==> config.mk <==
export PLATFORM = sky130hd
export DESIGN_NAME = rr_channel_merge
export DESIGN_NICKNAME = d
export VERILOG_FILES = /design/src/rtl/rr_channel_merge.sv
export SDC_FILE = /design/constraint.sdc
export NUM_CORES = 1
export LEC_CHECK = 0
export CORE_AREA = 5 5 109 162
export DETAILED_ROUTE_END_ITERATION = 10
export DIE_AREA = 0 0 114 167
export GPL_ROUTABILITY_DRIVEN = 0
export SLEW_MARGIN = 15
export SYNTH_ARGS = -nofsm -noshare
export SYNTH_HDL_FRONTEND = slang
export SYNTH_SLANG_ARGS = --single-unit
export TNS_END_PERCENT = 5
==> constraint.sdc <==
create_clock -name i_clk -period 3 [get_ports i_clk]
set_clock_uncertainty 0.2 [all_clocks]
set_input_delay 0.6 -clock i_clk [delete_from_list [all_inputs] [get_ports i_clk]]
set_output_delay 0.6 -clock i_clk [all_outputs]
set_load 0.02 [all_outputs]
==> src/rtl/rr_channel_merge.sv <==
// rr_channel_merge
//   Merges N_CH valid/ready input channels of WIDTH-bit data into a single
//   registered output stream. The winning channel is chosen either
//   round-robin (MODE=0) or by fixed priority, lowest index first (MODE=1).
//   Each output beat carries the index of the channel it came from.
//
// Ports
//   i_clk    clock, rising edge
//   i_rst    asynchronous active-low reset
//   i_valid  per-channel valid
//   i_data   channel k at bits [k*WIDTH +: WIDTH]
//   o_ready  per-channel ready (combinational, at most one bit high)
//   o_valid  output beat valid (registered)
//   o_data   output beat data (registered)
//   o_src    channel index of o_data (registered)
//   i_ready  downstream ready

module rr_channel_merge #(
    parameter int unsigned N_CH  = 4,
    parameter int unsigned WIDTH = 32,
    parameter int unsigned MODE  = 0,
    parameter int unsigned IDX_W = (N_CH > 1) ? $clog2(N_CH) : 1
) (
    input  logic                  i_clk,
    input  logic                  i_rst,
    input  logic [N_CH-1:0]       i_valid,
    input  logic [N_CH*WIDTH-1:0] i_data,
    output logic [N_CH-1:0]       o_ready,
    output logic                  o_valid,
    output logic [WIDTH-1:0]      o_data,
    output logic [IDX_W-1:0]      o_src,
    input  logic                  i_ready
);

    logic [IDX_W-1:0] ptr_q, ptr_d;
    logic             valid_q, valid_d;
    logic [WIDTH-1:0] data_q, data_d;
    logic [IDX_W-1:0] src_q, src_d;

    logic [N_CH-1:0]  grant;
    logic             found;
    logic [IDX_W-1:0] gnt_idx;
    logic [WIDTH-1:0] gnt_data;
    logic             load;
    logic             in_hs;
    int unsigned      base;
    int unsigned      cand;

    // Channel visited at step 'off' of a search starting at 'start', wrapping at N_CH.
    function automatic int unsigned search_idx(int unsigned start, int unsigned off);
        int unsigned s;
        s = start + off;
        if (s >= N_CH) begin
            s = s - N_CH;
        end
        return s;
    endfunction

    // Fixed priority is a round-robin search that always starts at channel 0.
    always_comb begin
        grant    = '0;
        found    = 1'b0;
        gnt_idx  = '0;
        gnt_data = '0;
        cand     = 0;
        base     = (MODE == 0) ? 32'(ptr_q) : 0;
        for (int unsigned i = 0; i < N_CH; i++) begin
            cand = search_idx(base, i);
            if (!found && i_valid[cand]) begin
                found       = 1'b1;
                grant[cand] = 1'b1;
                gnt_idx     = IDX_W'(cand);
                gnt_data    = i_data[cand*WIDTH +: WIDTH];
            end
        end
    end

    // The output register can accept a beat when empty or draining this cycle.
    assign load    = !valid_q || i_ready;
    assign o_ready = load ? grant : '0;
    assign in_hs   = load && found;

    always_comb begin
        valid_d = valid_q;
        data_d  = data_q;
        src_d   = src_q;
        ptr_d   = ptr_q;
        if (in_hs) begin
            valid_d = 1'b1;
            data_d  = gnt_data;
            src_d   = gnt_idx;
            if (MODE == 0) begin
                ptr_d = (32'(gnt_idx) == N_CH - 1) ? '0 : gnt_idx + 1'b1;
            end
        end else if (valid_q && i_ready) begin
            valid_d = 1'b0;
        end
    end

    always_ff @(posedge i_clk or negedge i_rst) begin
        if (!i_rst) begin
            ptr_q   <= '0;
            valid_q <= 1'b0;
            data_q  <= '0;
            src_q   <= '0;
        end else begin
            ptr_q   <= ptr_d;
            valid_q <= valid_d;
            data_q  <= data_d;
            src_q   <= src_d;
        end
    end

    assign o_valid = valid_q;
    assign o_data  = data_q;
    assign o_src   = src_q;

endmodule
==> results.cfg, run 1 <==
[synth]
synth_top_area_cell = mux4_2
syn_avg_cell_area_um2 = 10.6
synthTopCellsByCount = mux4_2, a21oi_1, nand2_1
synthArstFlopShare = 1.00
synth_top_area_share = 0.269
synth_cell_types = 61
synth_area_leaders = mux4_2, dfrtp_1, mux2i_1
synthFlopType = dfrtp_1
synth_nets = 663
synth-seq-area-share = 0.168
syn_area_um2 = 5520
synth.most_common_cell = mux4_2
synth_edf_count = 0
netlist_instances = 521
ys_ff_latch = 37
yosys_warnings = 0

[clocking]
cts_tree = built
cts.sinks = 37
cts-root-buf = clkbuf_16
clk_latency_ns = 0.29
cts-hold-fix-buffers = 0
cts_made_buffers = 5
clk_pin_slew_ns = 0.06
clockBufferDepth = 2
h-tree-depth = 2

[cells_and_area]
diodes = 0
fill_cells = 1448
drive_gt1_frac = 0.349
syn2layout_area_growth_pct = 46.0
final_cells = 900
fin_nets = 835
fin_util = 0.502
final_area_um2 = 8060

[critical_path]
r2r-end = o_data[27]
critical_path_buf_inv_count = 3
worstPathRequired_ns = 2.20
cp_common_cell = buf_6
cp_num_cells = 9
slowest_stage = dfrtp_4
crit_end = o_ready[0]
startpoint_type = flip-flop
cp_top_family = flip-flops
arrival_ns = 2.33
cp-end-kind = primary output
reg2regPathDepth = 11
rrSetupSlack_ns = 0.03
crit_type = reg2out
critPathMaxFanout = 7
path_cells = inv_4 -> ha_4 -> mux4_2 -> buf_6 -> a22oi_1 -> nor2_1 -> a221oi_2 -> nor2_2 -> buf_6
cpPeakStageDelay_ns = 0.49

[die]
std_cell_rows = 57
fp.dieW_um = 114
pin_count = 174
die_area_um2 = 19000
die_y_um = 167
start_util = 0.344
core-area_um2 = 16000

[timing]
layout_min_cycle_time_ns = 3.13
worst_slew_pin_slew_ns = 0.779
fmax_ghz = 0.320
fin_tns_setup_ns = -0.467
period_share = 1.04
setup_slack_ns = -0.129
rsz0062_at_grt = true
relSlewSlack = 0.479
timing.final.hold_violations = 0
finalMaxSlewViolations = 0
setup_viol = 4

[place]
pre_cts_ws_ns = -0.764
dp.cells = 888
place_area_um2 = 7730
io_buffers = 173
dp_hpwl_mm = 14.5

[detailed_routing]
firstDrtPassIters = 5
drt_iter0_drc = 396
wl_per_cell_um = 22.1
ant_nets = 0
vias_per_cell = 6.09
vias = 5481
wl_mm = 19.9
drc = 0

[global_routing]
antenna_found_initial = 0
grt.overflow.total = 0
grt_pass1_wl_mm = 31.4
grt_pass1_vias = 5849
grt_max_degree = 55
track_usage = 0.204

[status]
status = complete, but fails checks
violations = negative setup slack

[run]
drv_cap = 0

[power]
p_leak_uw = 0.00301
peakVddDrop_v = 0.000837
powerDensity_nw_per_um2 = 1110

[min_path]
min_path_type = in2async
==> final cells by class <==
class / count / area, um2 / share of cell area
clock buffer: 7 / 153 / 0.0189
clock inverter: 1 / 5.00 / 0.000621
inverter: 4 / 18.8 / 0.00233
multi-input combinational: 421 / 4400 / 0.546
sequential: 37 / 930 / 0.115
tap: 206 / 258 / 0.0320
timing repair buffer: 224 / 2290 / 0.284
==> how the worst min path moves through the flow <==
stage / startpoint / endpoint / cells after the start
after floorplan: i_rst / asynchronous set/reset pin / 0
after global placement: o_data[5] / o_data[5] / 2
after detailed placement: o_data[30] / o_data[30] / 2
after CTS: i_rst / o_data[6] / 1
after global routing: i_rst / o_data[6] / 1
final: i_rst / o_data[6] / 1
==> metal layers <==
| metal | part of all wire | GRT usage |
|---|---|---|
| met1 | 0.37 | 0.234 |
| met2 | 0.56 | 0.376 |
| met3 | 0.049 | 0.0240 |
| met4 | 0.028 | 0.0811 |
| met5 | 0 | 0 |
==> per-stage QoR <==
stage          hold slack [ns]  total power, uW
4_1_cts                  0.100             8930
6_report                0.0892             8910
3_3_place_gp             0.267             7840
5_1_grt                  0.128             9490
3_5_place_dp             0.272             7960
2_1_floorplan            0.104             6000
==> state kept, by name (all words and copies together) (netlist names), named ones only <==
register	cells
ptr_q	1
o_valid	1
o_src	2
o_data	32
==> cell families after synthesis <==
| logic type | share of synthesized area |
|---|---|
| buffers and inverters | 0.0605 |
| DFF | 0.168 |
| xor gates and xnor gates | 0.00317 |
| adders and majority gates | 0.0159 |
| muxes | 0.399 |
| AOI/OAI and AO/OA | 0.241 |
| and+or+nand+nor | 0.113 |
==> power breakdown <==
part / total (uW) / switching [uW] / internal (uW)
logic: 7440 / 3560 / 3870
clock network: 568 / 215 / 352
registers: 908 / 162 / 746
total: 8910 / 3940 / 4970
==> layout by cell type, fill, tap and decap left out, types with 2 or more instances in the layout <==
cell | Yosys | layout
buf_12 | 0 | 9
o221a_2 | 4 | 4
buf_4 | 5 | 33
dfrtp_1 | 37 | 36
o21ai_0 | 7 | 6
and2_1 | 23 | 23
o221ai_1 | 5 | 5
o31ai_1 | 6 | 6
nor2_1 | 14 | 8
nand3_1 | 7 | 7
a2111oi_1 | 4 | 6
dlygate4sd2_1 | 0 | 4
and2_0 | 2 | 2
ha_1 | 7 | 6
clkdlybuf4s50_1 | 0 | 164
nand3b_1 | 2 | 2
a221oi_2 | 0 | 4
o31ai_2 | 19 | 19
a2111oi_2 | 19 | 19
mux4_2 | 66 | 66
mux2_2 | 29 | 29
a21oi_2 | 1 | 9
clkbuf_8 | 0 | 2
clkinv_2 | 0 | 2
or2_2 | 2 | 2
a221oi_1 | 7 | 3
a21oi_1 | 59 | 51
a22oi_1 | 5 | 3
a32oi_1 | 8 | 8
buf_6 | 5 | 11
nor2b_1 | 4 | 3
o21ai_2 | 0 | 2
a22oi_2 | 0 | 2
nand2_1 | 53 | 53
nor2_2 | 0 | 6
clkbuf_16 | 0 | 5
mux2i_1 | 39 | 38
==> what timing repair did <==
action,CTS,global route
setup buffers,3,0
pin swaps,15,6
gates cloned,1,0
setup endpoints to repair,37,36
resized for setup,48,10
No activity file was read; power rests on OpenSTA's default activity.
==> run 2: changes to the inputs <==
--- a/config.mk
+++ b/config.mk
@@ -9,6 +9,7 @@
 export DETAILED_ROUTE_END_ITERATION = 10
 export DIE_AREA = 0 0 114 167
 export GPL_ROUTABILITY_DRIVEN = 0
+export SKIP_CTS_REPAIR_TIMING = 1
 export SLEW_MARGIN = 15
 export SYNTH_ARGS = -nofsm -noshare
 export SYNTH_HDL_FRONTEND = slang
==> results.cfg, run 2 (same netlist as run 1, synthesis figures left out) <==
[status]
status = complete, but fails checks
violations = negative setup slack

[die]
pin_count = 174
start_util = 0.344
fp.dieW_um = 114
die_area_um2 = 19000
die_y_um = 167
std_cell_rows = 57
core-area_um2 = 16000

[global_routing]
track_usage = 0.198
grt_pass1_vias = 5753
grt.overflow.total = 0
grt_pass1_wl_mm = 30.7
antenna_found_initial = 0
grt_max_degree = 72

[timing]
setup_slack_ns = -0.139
finalMaxSlewViolations = 0
layout_min_cycle_time_ns = 3.14
rsz0062_at_grt = true
setup_viol = 4
fin_hold_ws_ns = 0.0868
fmax_ghz = 0.319
worst_slew_pin_slew_ns = 0.791
period_share = 1.05
relSlewSlack = 0.472
timing.final.hold_violations = 0

[cells_and_area]
diodes = 0
fill_cells = 1442
largest_reg_flops = 32
drive_gt1_frac = 0.338
syn2layout_area_growth_pct = 46.0
final_area_um2 = 8060
fin_nets = 836
final_common_cell = clkdlybuf4s50_1
final_cell_mix = clkdlybuf4s50_1, mux4_2, a21oi_1

[clocking]
h-tree-depth = 2
clk_latency_ns = 0.29
clk_pin_slew_ns = 0.06
cts_tree = built
cts-root-buf = clkbuf_16
clockBufferDepth = 2
cts.sinks = 37
cts_made_buffers = 5

[detailed_routing]
wl_mm = 20.0
ant_nets = 0
drc = 0
vias_per_cell = 6.09
vias = 5487
firstDrtPassIters = 5
wl_per_cell_um = 22.2
drt_iter0_drc = 339

[min_path]
min_path_type = in2async

[critical_path]
path_cells = inv_2 -> ha_4 -> mux4_2 -> buf_4 -> nor2b_4 -> a22oi_1 -> nor2_1 -> a221oi_2 -> nor2_2 -> buf_6
r2r-end = o_data[2]
arrival_ns = 2.34
cpPeakStageDelay_ns = 0.47
rrSetupSlack_ns = 0.03
cp_top_family = flip-flops
slowest_stage = dfrtp_4
worstPathRequired_ns = 2.20
critical_path_buf_inv_count = 3
startpoint_type = flip-flop
critPathMaxFanout = 6
crit_type = reg2out
reg2regPathDepth = 9
cp-end-kind = primary output

[power]
p_leak_uw = 0.00305
total_power_uw = 8930
powerDensity_nw_per_um2 = 1110
peakVddDrop_v = 0.000640

[run]
drv_cap = 0

[place]
place_area_um2 = 7730
io_buffers = 173
dp_hpwl_mm = 14.5
==> run 2: cell count changes in the layout (fill, tap and decap cells not counted), moves of 2 or more <==
cell / before / now
a2111oi_0: 0 / 2
a2111oi_1: 6 / 4
a21oi_1: 51 / 57
a21oi_2: 9 / 3
buf_4: 33 / 35
buf_6: 11 / 9
clkbuf_16: 5 / 7
dlygate4sd2_1: 4 / 0
dlymetal6s2s_1: 0 / 4
==> run 2: cell type report <==
type | count | area [um2] | area share
multi-input combinational | 421 | 4380 | 0.544
timing repair buffer | 225 | 2320 | 0.288
sequential | 37 | 930 | 0.115
tap | 206 | 258 | 0.0320
clock buffer | 7 | 153 | 0.0189
inverter | 4 | 16.3 | 0.00202
clock inverter | 1 | 5.00 | 0.000621
==> run 2: per-layer routing <==
metal | global-route usage | wire length (um) | vias to the layer above
li1 | - | - | 2454
met1 | 0.228 | 7200 | 2744
met2 | 0.361 | 11100 | 250
met3 | 0.0229 | 1110 | 39
met4 | 0.0853 | 606 | 0
met5 | 0 | 0 | -
==> run 2: power by group <==
group	internal [uW]	total (uW)	switching, uW
Sequential	746	905	158
Clock	352	567	215
Combinational	3870	7450	3590
Total	4970	8930	3960
==> run 2: worst max-delay path by stage <==
| stage | start | to | slack, ns | cells past startpoint |
|---|---|---|---|---|
| 2_1_floorplan | flip-flop | o_ready[0] | 0.004 | 10 |
| 3_3_place_gp | i_valid[2] | o_ready[3] | -0.67 | 9 |
| 3_5_place_dp | i_valid[2] | o_ready[2] | -0.76 | 9 |
| 4_1_cts | i_valid[2] | o_ready[2] | -0.78 | 9 |
| 5_1_grt | flip-flop | o_ready[0] | -0.21 | 10 |
| 6_report | flip-flop | o_ready[0] | -0.14 | 10 |
==> run 2: stage by stage <==
stage	instances	worst slack, ns	utilization	TNS (ns)
6_report	901	-0.139	0.502	-0.483
5_1_grt	901	-0.211	0.502	-2.96
4_1_cts	896	-0.776	0.492	-10.26
3_5_place_dp	888	-0.764	0.482	-11.88
3_3_place_gp	888	-0.673	0.482	-9.58
2_1_floorplan	521	0.00397	-	0
==> run 3: changes to the inputs <==
--- a/config.mk
+++ b/config.mk
@@ -5,10 +5,11 @@
 export SDC_FILE = /design/constraint.sdc
 export NUM_CORES = 1
 export LEC_CHECK = 0
-export CORE_AREA = 5 5 109 162
+export CORE_AREA = 5 5 102 152
 export DETAILED_ROUTE_END_ITERATION = 10
-export DIE_AREA = 0 0 114 167
+export DIE_AREA = 0 0 107 157
 export GPL_ROUTABILITY_DRIVEN = 0
+export PLACE_DENSITY = 0.73
 export SKIP_CTS_REPAIR_TIMING = 1
 export SLEW_MARGIN = 15
 export SYNTH_ARGS = -nofsm -noshare
==> results.cfg, run 3 (same netlist as run 1, synthesis figures left out) <==
[cells_and_area]
diodes = 0
fin_nets = 837
largest_reg_flops = 32
syn2layout_area_growth_pct = 43.5
final_cells = 861
fin_util = 0.569
fill_cells = 1189
final_cell_mix = clkdlybuf4s50_1, mux4_2, a21oi_1
drive_gt1_frac = 0.336
final_common_cell = clkdlybuf4s50_1
final_area_um2 = 7920

[detailed_routing]
vias = 5497
vias_per_cell = 6.38
drc = 0
ant_nets = 0
wl_mm = 18.9
firstDrtPassIters = 5
wl_per_cell_um = 21.9
drt_iter0_drc = 349

[timing]
worst_slew_pin_slew_ns = 0.798
fin_tns_setup_ns = -0.395
layout_min_cycle_time_ns = 3.11
rsz0062_at_grt = true
finalMaxSlewViolations = 0
fmax_ghz = 0.321
period_share = 1.04
timing.final.hold_violations = 0
setup_slack_ns = -0.114
setup_viol = 4
relSlewSlack = 0.467

[clocking]
cts_made_buffers = 5
cts.sinks = 37
cts_tree = built
h-tree-depth = 2
clk_pin_slew_ns = 0.06
clockBufferDepth = 2
clk_latency_ns = 0.27
cts-root-buf = clkbuf_16

[die]
std_cell_rows = 53
pin_count = 174
die_y_um = 157
die_area_um2 = 16800
fp.dieW_um = 107
start_util = 0.396
core-area_um2 = 13900

[min_path]
min_path_type = in2async

[critical_path]
cp_common_cell = buf_6
cp-end-kind = primary output
critical_path_buf_inv_count = 3
arrival_ns = 2.31
slowest_stage = dfrtp_4
crit_type = reg2out
cp_top_family = flip-flops
critPathMaxFanout = 7
startpoint_type = flip-flop
worstPathRequired_ns = 2.20
path_cells = inv_4 -> ha_4 -> mux4_2 -> buf_6 -> a22oi_2 -> nor2_1 -> a221oi_2 -> nor2_2 -> buf_6
cpPeakStageDelay_ns = 0.46

[global_routing]
grt.overflow.total = 0
grt_pass1_wl_mm = 29.4
antenna_found_initial = 0
grt_max_degree = 62
grt_pass1_vias = 5712
track_usage = 0.217

[place]
pre_cts_ws_ns = -0.717
dp.cells = 848
dp_hpwl_mm = 14.4
place_area_um2 = 7640
io_buffers = 173

[status]
violations = negative setup slack
status = complete, but fails checks

[power]
p_leak_uw = 0.00302
peakVddDrop_v = 0.00142
powerDensity_nw_per_um2 = 1100

[run]
drv_cap = 0
run 3: changes by cell type in the layout (fill, tap and decap cells not counted), sizes merged:
cell	before	now
clkbuf	9	8
buf	55	57
run 3: path summary, 6_finish.rpt:
| path | endpoint | slack, ns | depth (start not counted) |
|---|---|---|---|
| max | o_ready[0] | -0.11 | 9 |
| min | o_data[19] | 0.12 | 1 |
| max reg2reg | o_data[20] | 0.02 | 8 |
| min reg2reg | o_data[5] | 0.29 | 2 |
| max in group asynchronous | o_data[9] | 1.84 | 2 |
| min in group i_clk | o_data[5] | 0.29 | 2 |
run 3: where the power goes:
| part | internal, uW | leakage [uW] | total, uW | switching [uW] |
|---|---|---|---|---|
| Sequential | 747 | 0.000458 | 904 | 157 |
| Combinational | 3760 | 0.00248 | 7240 | 3480 |
| Clock | 351 | 0.0000799 | 543 | 192 |
run 3: area by class of cell:
class / instances / area, um2 / area share
sequential: 37 / 930 / 0.117
multi-input combinational: 421 / 4360 / 0.550
inverter: 4 / 18.8 / 0.00237
clock inverter: 1 / 5.00 / 0.000632
clock buffer: 7 / 153 / 0.0193
tap: 165 / 206 / 0.0261
timing repair buffer: 226 / 2250 / 0.284
run 3: per-stage QoR:
stage               hold slack (ns)  power, uW
floorplan                     0.104       6000
global placement              0.262       7740
detailed placement            0.279       7920
CTS                           0.129       8510
global route                  0.147       9270
finish                        0.116       8690
run 3: layer usage:
metal	global-route usage	vias up	routed length, um
met5	0	-	0
met4	0.112	0	821
met3	0.0234	58	946
met2	0.402	234	10400
met1	0.243	2747	6760
li1	-	2458	-
